--- config.mk ---
export PLATFORM = sky130hd
export DESIGN_NAME = cpu_controller
export DESIGN_NICKNAME = d
export VERILOG_FILES = /design/src/rtl/cpu_pkg.sv /design/src/rtl/cpu_controller.sv
export SDC_FILE = /design/constraint.sdc
export NUM_CORES = 1
export LEC_CHECK = 0
export BUFFER_PORTS_ARGS = -buffer_cell sky130_fd_sc_hd__buf_2
export CELL_PAD_IN_SITES_DETAIL_PLACEMENT = 1
export CELL_PAD_IN_SITES_GLOBAL_PLACEMENT = 1
export CORE_AREA = 2 2 39 41
export DETAILED_ROUTE_END_ITERATION = 6
export DIE_AREA = 0 0 41 43
export PLACE_DENSITY_LB_ADDON = 0.3
export SLEW_MARGIN = 25
export SYNTH_ARGS = -nofsm -noshare
export SYNTH_HDL_FRONTEND = slang
export SYNTH_SLANG_ARGS = --single-unit
--- constraint.sdc ---
create_clock -name clk -period 3 [get_ports clk]
set_clock_uncertainty 0.05 [all_clocks]
set_input_delay 0.9 -clock clk [delete_from_list [all_inputs] [get_ports clk]]
set_output_delay 0.9 -clock clk [all_outputs]
set_load 0.05 [all_outputs]
--- src/rtl/cpu_pkg.sv ---
// cpu_pkg: shared opcode, ALU-op, SP-control and condition encodings plus the control bundle
package cpu_pkg;

    localparam logic [3:0] OP_LOAD   = 4'b1000;
    localparam logic [3:0] OP_STORE  = 4'b1001;
    localparam logic [3:0] OP_BRC    = 4'b1010;
    localparam logic [3:0] OP_JUMP   = 4'b1011;
    localparam logic [3:0] OP_PUSH   = 4'b1100;
    localparam logic [3:0] OP_POP    = 4'b1101;
    localparam logic [3:0] OP_CALL   = 4'b1110;
    localparam logic [3:0] OP_MISC   = 4'b1111;

    localparam logic [2:0] ALU_ADD   = 3'b000;
    localparam logic [2:0] ALU_SUB   = 3'b001;
    localparam logic [2:0] ALU_AND   = 3'b010;
    localparam logic [2:0] ALU_OR    = 3'b011;
    localparam logic [2:0] ALU_XOR   = 3'b100;
    localparam logic [2:0] ALU_NOT   = 3'b101;
    localparam logic [2:0] ALU_SHL   = 3'b110;
    localparam logic [2:0] ALU_SHR   = 3'b111;

    localparam logic [1:0] SP_HOLD   = 2'b00;
    localparam logic [1:0] SP_PUSH   = 2'b01;
    localparam logic [1:0] SP_POP    = 2'b10;

    localparam logic [1:0] COND_Z    = 2'b00;
    localparam logic [1:0] COND_NZ   = 2'b01;
    localparam logic [1:0] COND_C    = 2'b10;
    localparam logic [1:0] COND_N    = 2'b11;

    localparam logic [1:0] MISC_NOP  = 2'b00;
    localparam logic [1:0] MISC_HALT = 2'b01;
    localparam logic [1:0] MISC_RET  = 2'b10;
    localparam logic [1:0] MISC_NOP3 = 2'b11;

    typedef struct packed {
        logic [2:0] alu_op;
        logic       mem_write;
        logic       branch;
        logic       reg_load;
        logic [1:0] sp_ctl;
        logic       push_pc;
        logic       ret;
        logic       is_cond;
        logic       is_load;
    } ctrl_t;

    localparam ctrl_t CTRL_IDLE = '0;

    typedef enum logic {ST_RUN, ST_HALTED} state_t;

endpackage

--- src/rtl/cpu_controller.sv ---
// cpu_controller: combinational instruction decode with a sticky halt flag
//   clk, reset          : clock and synchronous active-high reset (reset also zeroes outputs)
//   ir_1, ir_2, ir_3    : opcode, sub-field (condition / misc function), reserved field
//   aluOp .. intisLoad  : datapath control outputs, all 0 while reset or halted
module cpu_controller
    import cpu_pkg::*;
(
    input  logic       clk,
    input  logic       reset,
    input  logic [3:0] ir_1,
    input  logic [1:0] ir_2,
    input  logic [1:0] ir_3,
    output logic [2:0] aluOp,
    output logic       memReadWrite,
    output logic       branch,
    output logic       regLoad,
    output logic [1:0] muxPP,
    output logic       muxpush,
    output logic       muxreturn,
    output logic       intisCond,
    output logic       intisLoad
);
    state_t state, state_next;
    ctrl_t  dec, ctrl;
    logic   unused_ir3;

    assign unused_ir3 = ^ir_3;

    always_ff @(posedge clk) begin
        if (reset)
            state <= ST_RUN;
        else
            state <= state_next;
    end

    always_comb begin
        state_next = state;
        if (state == ST_RUN && ir_1 == OP_MISC && ir_2 == MISC_HALT)
            state_next = ST_HALTED;
    end

    always_comb begin
        dec = CTRL_IDLE;
        if (!ir_1[3]) begin
            dec.alu_op   = ir_1[2:0];
            dec.reg_load = 1'b1;
        end else begin
            case (ir_1)
                OP_LOAD: begin
                    dec.alu_op   = ALU_ADD;
                    dec.reg_load = 1'b1;
                    dec.is_load  = 1'b1;
                end
                OP_STORE: begin
                    dec.alu_op    = ALU_ADD;
                    dec.mem_write = 1'b1;
                end
                // condition selected by ir_2 is resolved in the datapath
                OP_BRC: begin
                    dec.alu_op  = ALU_ADD;
                    dec.branch  = 1'b1;
                    dec.is_cond = 1'b1;
                end
                OP_JUMP:
                    dec.branch = 1'b1;
                OP_PUSH: begin
                    dec.sp_ctl    = SP_PUSH;
                    dec.mem_write = 1'b1;
                end
                OP_POP: begin
                    dec.sp_ctl   = SP_POP;
                    dec.reg_load = 1'b1;
                    dec.is_load  = 1'b1;
                end
                // return address PC+1 is pushed in the same cycle as the jump
                OP_CALL: begin
                    dec.sp_ctl    = SP_PUSH;
                    dec.mem_write = 1'b1;
                    dec.push_pc   = 1'b1;
                    dec.branch    = 1'b1;
                end
                // HALT and both NOPs decode to idle; HALT acts only through the state flop
                OP_MISC:
                    if (ir_2 == MISC_RET) begin
                        dec.sp_ctl = SP_POP;
                        dec.ret    = 1'b1;
                        dec.branch = 1'b1;
                    end
                default: ;
            endcase
        end
    end

    assign ctrl = (reset || state == ST_HALTED) ? CTRL_IDLE : dec;

    assign aluOp        = ctrl.alu_op;
    assign memReadWrite = ctrl.mem_write;
    assign branch       = ctrl.branch;
    assign regLoad      = ctrl.reg_load;
    assign muxPP        = ctrl.sp_ctl;
    assign muxpush      = ctrl.push_pc;
    assign muxreturn    = ctrl.ret;
    assign intisCond    = ctrl.is_cond;
    assign intisLoad    = ctrl.is_load;

endmodule

==> flow_metrics.tcl <==
set metrics [dict create \
    portBuffers 19 \
    pin_count 22 \
    die_x_um 41 \
    top_register "state" \
    synthTopCellsByCount "nor2_1, nand2_1" \
    setup_viol 0 \
    maxSlewHeadroom 0.817 \
    finalNetCount 61 \
    drtPass1Iterations 4 \
    post_drt_via_cell_ratio 4.22 \
    crit_path_start_kind "input pin" \
    setup_tns_ns 0 \
    run_status "complete, no violations" \
    synth_area_leaders "nor2_1, dfxtp_1, nand3b_4" \
    cp-end-kind "output pin" \
    yosys.cell_count.top_type "nor2_1" \
    fin_area_um2 317 \
    min_period_ns 2.81 \
    required_ns 2.05 \
    drv_cap 0 \
    dr_total_vias 274 \
    async_flop_share 0 \
    largest_reg_flops 1 \
    total_power_w 0.0000590 \
    drc 0 \
    ys_warn_count 0 \
    power_frac_seq 0.235 \
    p_int_w 0.0000271 \
    crit_arrival_ns 1.86 \
    ant_nets 0 \
    max_freq_mhz 356 \
    setup_ws_ns 0.191 \
    clk_pin_slew_ns 0 \
    top_regs "state (1)" \
    synth_nets 40 \
    synth_enable_flop_cells 0 \
    wirelength_um 594 \
    fin_crit_sh 0.936 \
    first_iter_violations 2 \
    finalHoldViolCount 0 \
    avgRoutedWirePerCell_um 9.14 \
    dieArea_um2 1760 \
    power.leakage_nw 0.184 \
    clkLatencyLatePin_ns 0 \
    clockPowerShare 0 \
    synth_ff_type "dfxtp_1" \
    grt_first_pass_wirelength_um 897 \
    die_h_um 43 \
    pwr_density_cell_nw_per_um2 186 \
    drive_gt1_frac 0.490 \
    whs_ns 0.442 \
    grt_antenna_before_repair 0 \
    nFillCells 197 \
    dp_hpwl_um 526 \
    switchingPower_w 0.0000319 \
    ys_ff_latch 1 \
    cts_hold_buf 0 \
    comb_power_share 0.765 \
    grt_remaining_overflow 0 \
    coreArea_um2 1380 \
    areaGrowthSynthToFinish_pct 60.1 \
    grt_pass1_vias 219 \
    syn_area_um2 198 \
    drv_slew 0 \
    track_usage 0.0681 \
    critical_path_class "input pin to output pin" \
    yosysUniqueCellTypes 18 \
    worstHoldPathType "flop to flop" \
    crit_fanout 7 \
    synth_top_area_cell "nor2_1" \
    swShare 0.541 \
    peakVddDrop_mv 0.0793 \
    synth.avg_cell_area_um2 6.59 \
    grt_max_degree 8 \
    dp_slack_ns 0.183 \
    placementRows 14 \
    place_area_um2 317 \
    seq_area_frac_synth 0.101 \
    ctsResizeCount 0 \
    rsz0062_at_grt "no" \
    place_congestion 0.593 \
    post_cts_buffers 0 \
    synth_top_area_share 0.133 \
    syn_inst 30 \
    worst_slew_pin_slew_ns 0.273 \
    antenna_cells 0 \
    start_util 0.143 \
]
## per-stage QoR
stage	std cells	util
floorplan	30	-
global placement	65	0.229
detailed placement	65	0.229
CTS	65	0.229
global route	65	0.229
finish	65	0.229
## cell type report
| type | instances | area (um2) | share of cell area |
|---|---|---|---|
| multi-input cells | 27 | 174 | 0.549 |
| repair buffers | 19 | 95.1 | 0.300 |
| well taps | 16 | 20.0 | 0.0632 |
| inverters | 2 | 7.51 | 0.0237 |
| flip-flops and latches | 1 | 20.0 | 0.0632 |
## per-layer routing
| layer | vias up | routed length (um) | track usage |
|---|---|---|---|
| met3 | 0 | 72 | 0.00524 |
| met2 | 14 | 244 | 0.109 |
| li1 | 143 | - | - |
| met1 | 117 | 277 | 0.102 |
| met5 | - | 0 | 0 |
| met4 | 0 | 0 | 0 |
## layout by cell type, fill, tap and decap left out, types with 2 or more instances in the layout
| master | count |
|---|---|
| nor2_1 | 7 |
| a21oi_1 | 2 |
| and2_1 | 2 |
| nand3b_1 | 2 |
| inv_1 | 2 |
| buf_2 | 19 |
| nand2_1 | 3 |
## critical path, stage by stage
cell and delay [ns]:
buf_2 0.13, or2_1 0.24, a21o_1 0.20, a21boi_2 0.12, buf_2 0.26
## path summary, 6_finish.rpt
kind	from	end	slack [ns]	depth (start not counted)
setup / recovery	ir_1[0]	regLoad	0.19	5
hold / removal	state	state	0.44	2
hold reg to reg	state	state	0.44	2
setup reg to reg	state	state	2.34	2
## cells by family after synthesis
family,Yosys count,share of synthesized area
compound gates,6,0.222
buf+inv,2,0.0380
flops,1,0.101
simple gates,21,0.639
## power groups by stage
stage                     Clock, W  Sequential (W)  Combinational (W)
after detailed placement         0       0.0000139          0.0000459
after CTS                        0       0.0000139          0.0000460
after global routing             0       0.0000139          0.0000490
after floorplan                  0       0.0000138          0.0000307
after global placement           0       0.0000139          0.0000459
final                            0       0.0000139          0.0000451
Power figures use the tool's default switching activity.
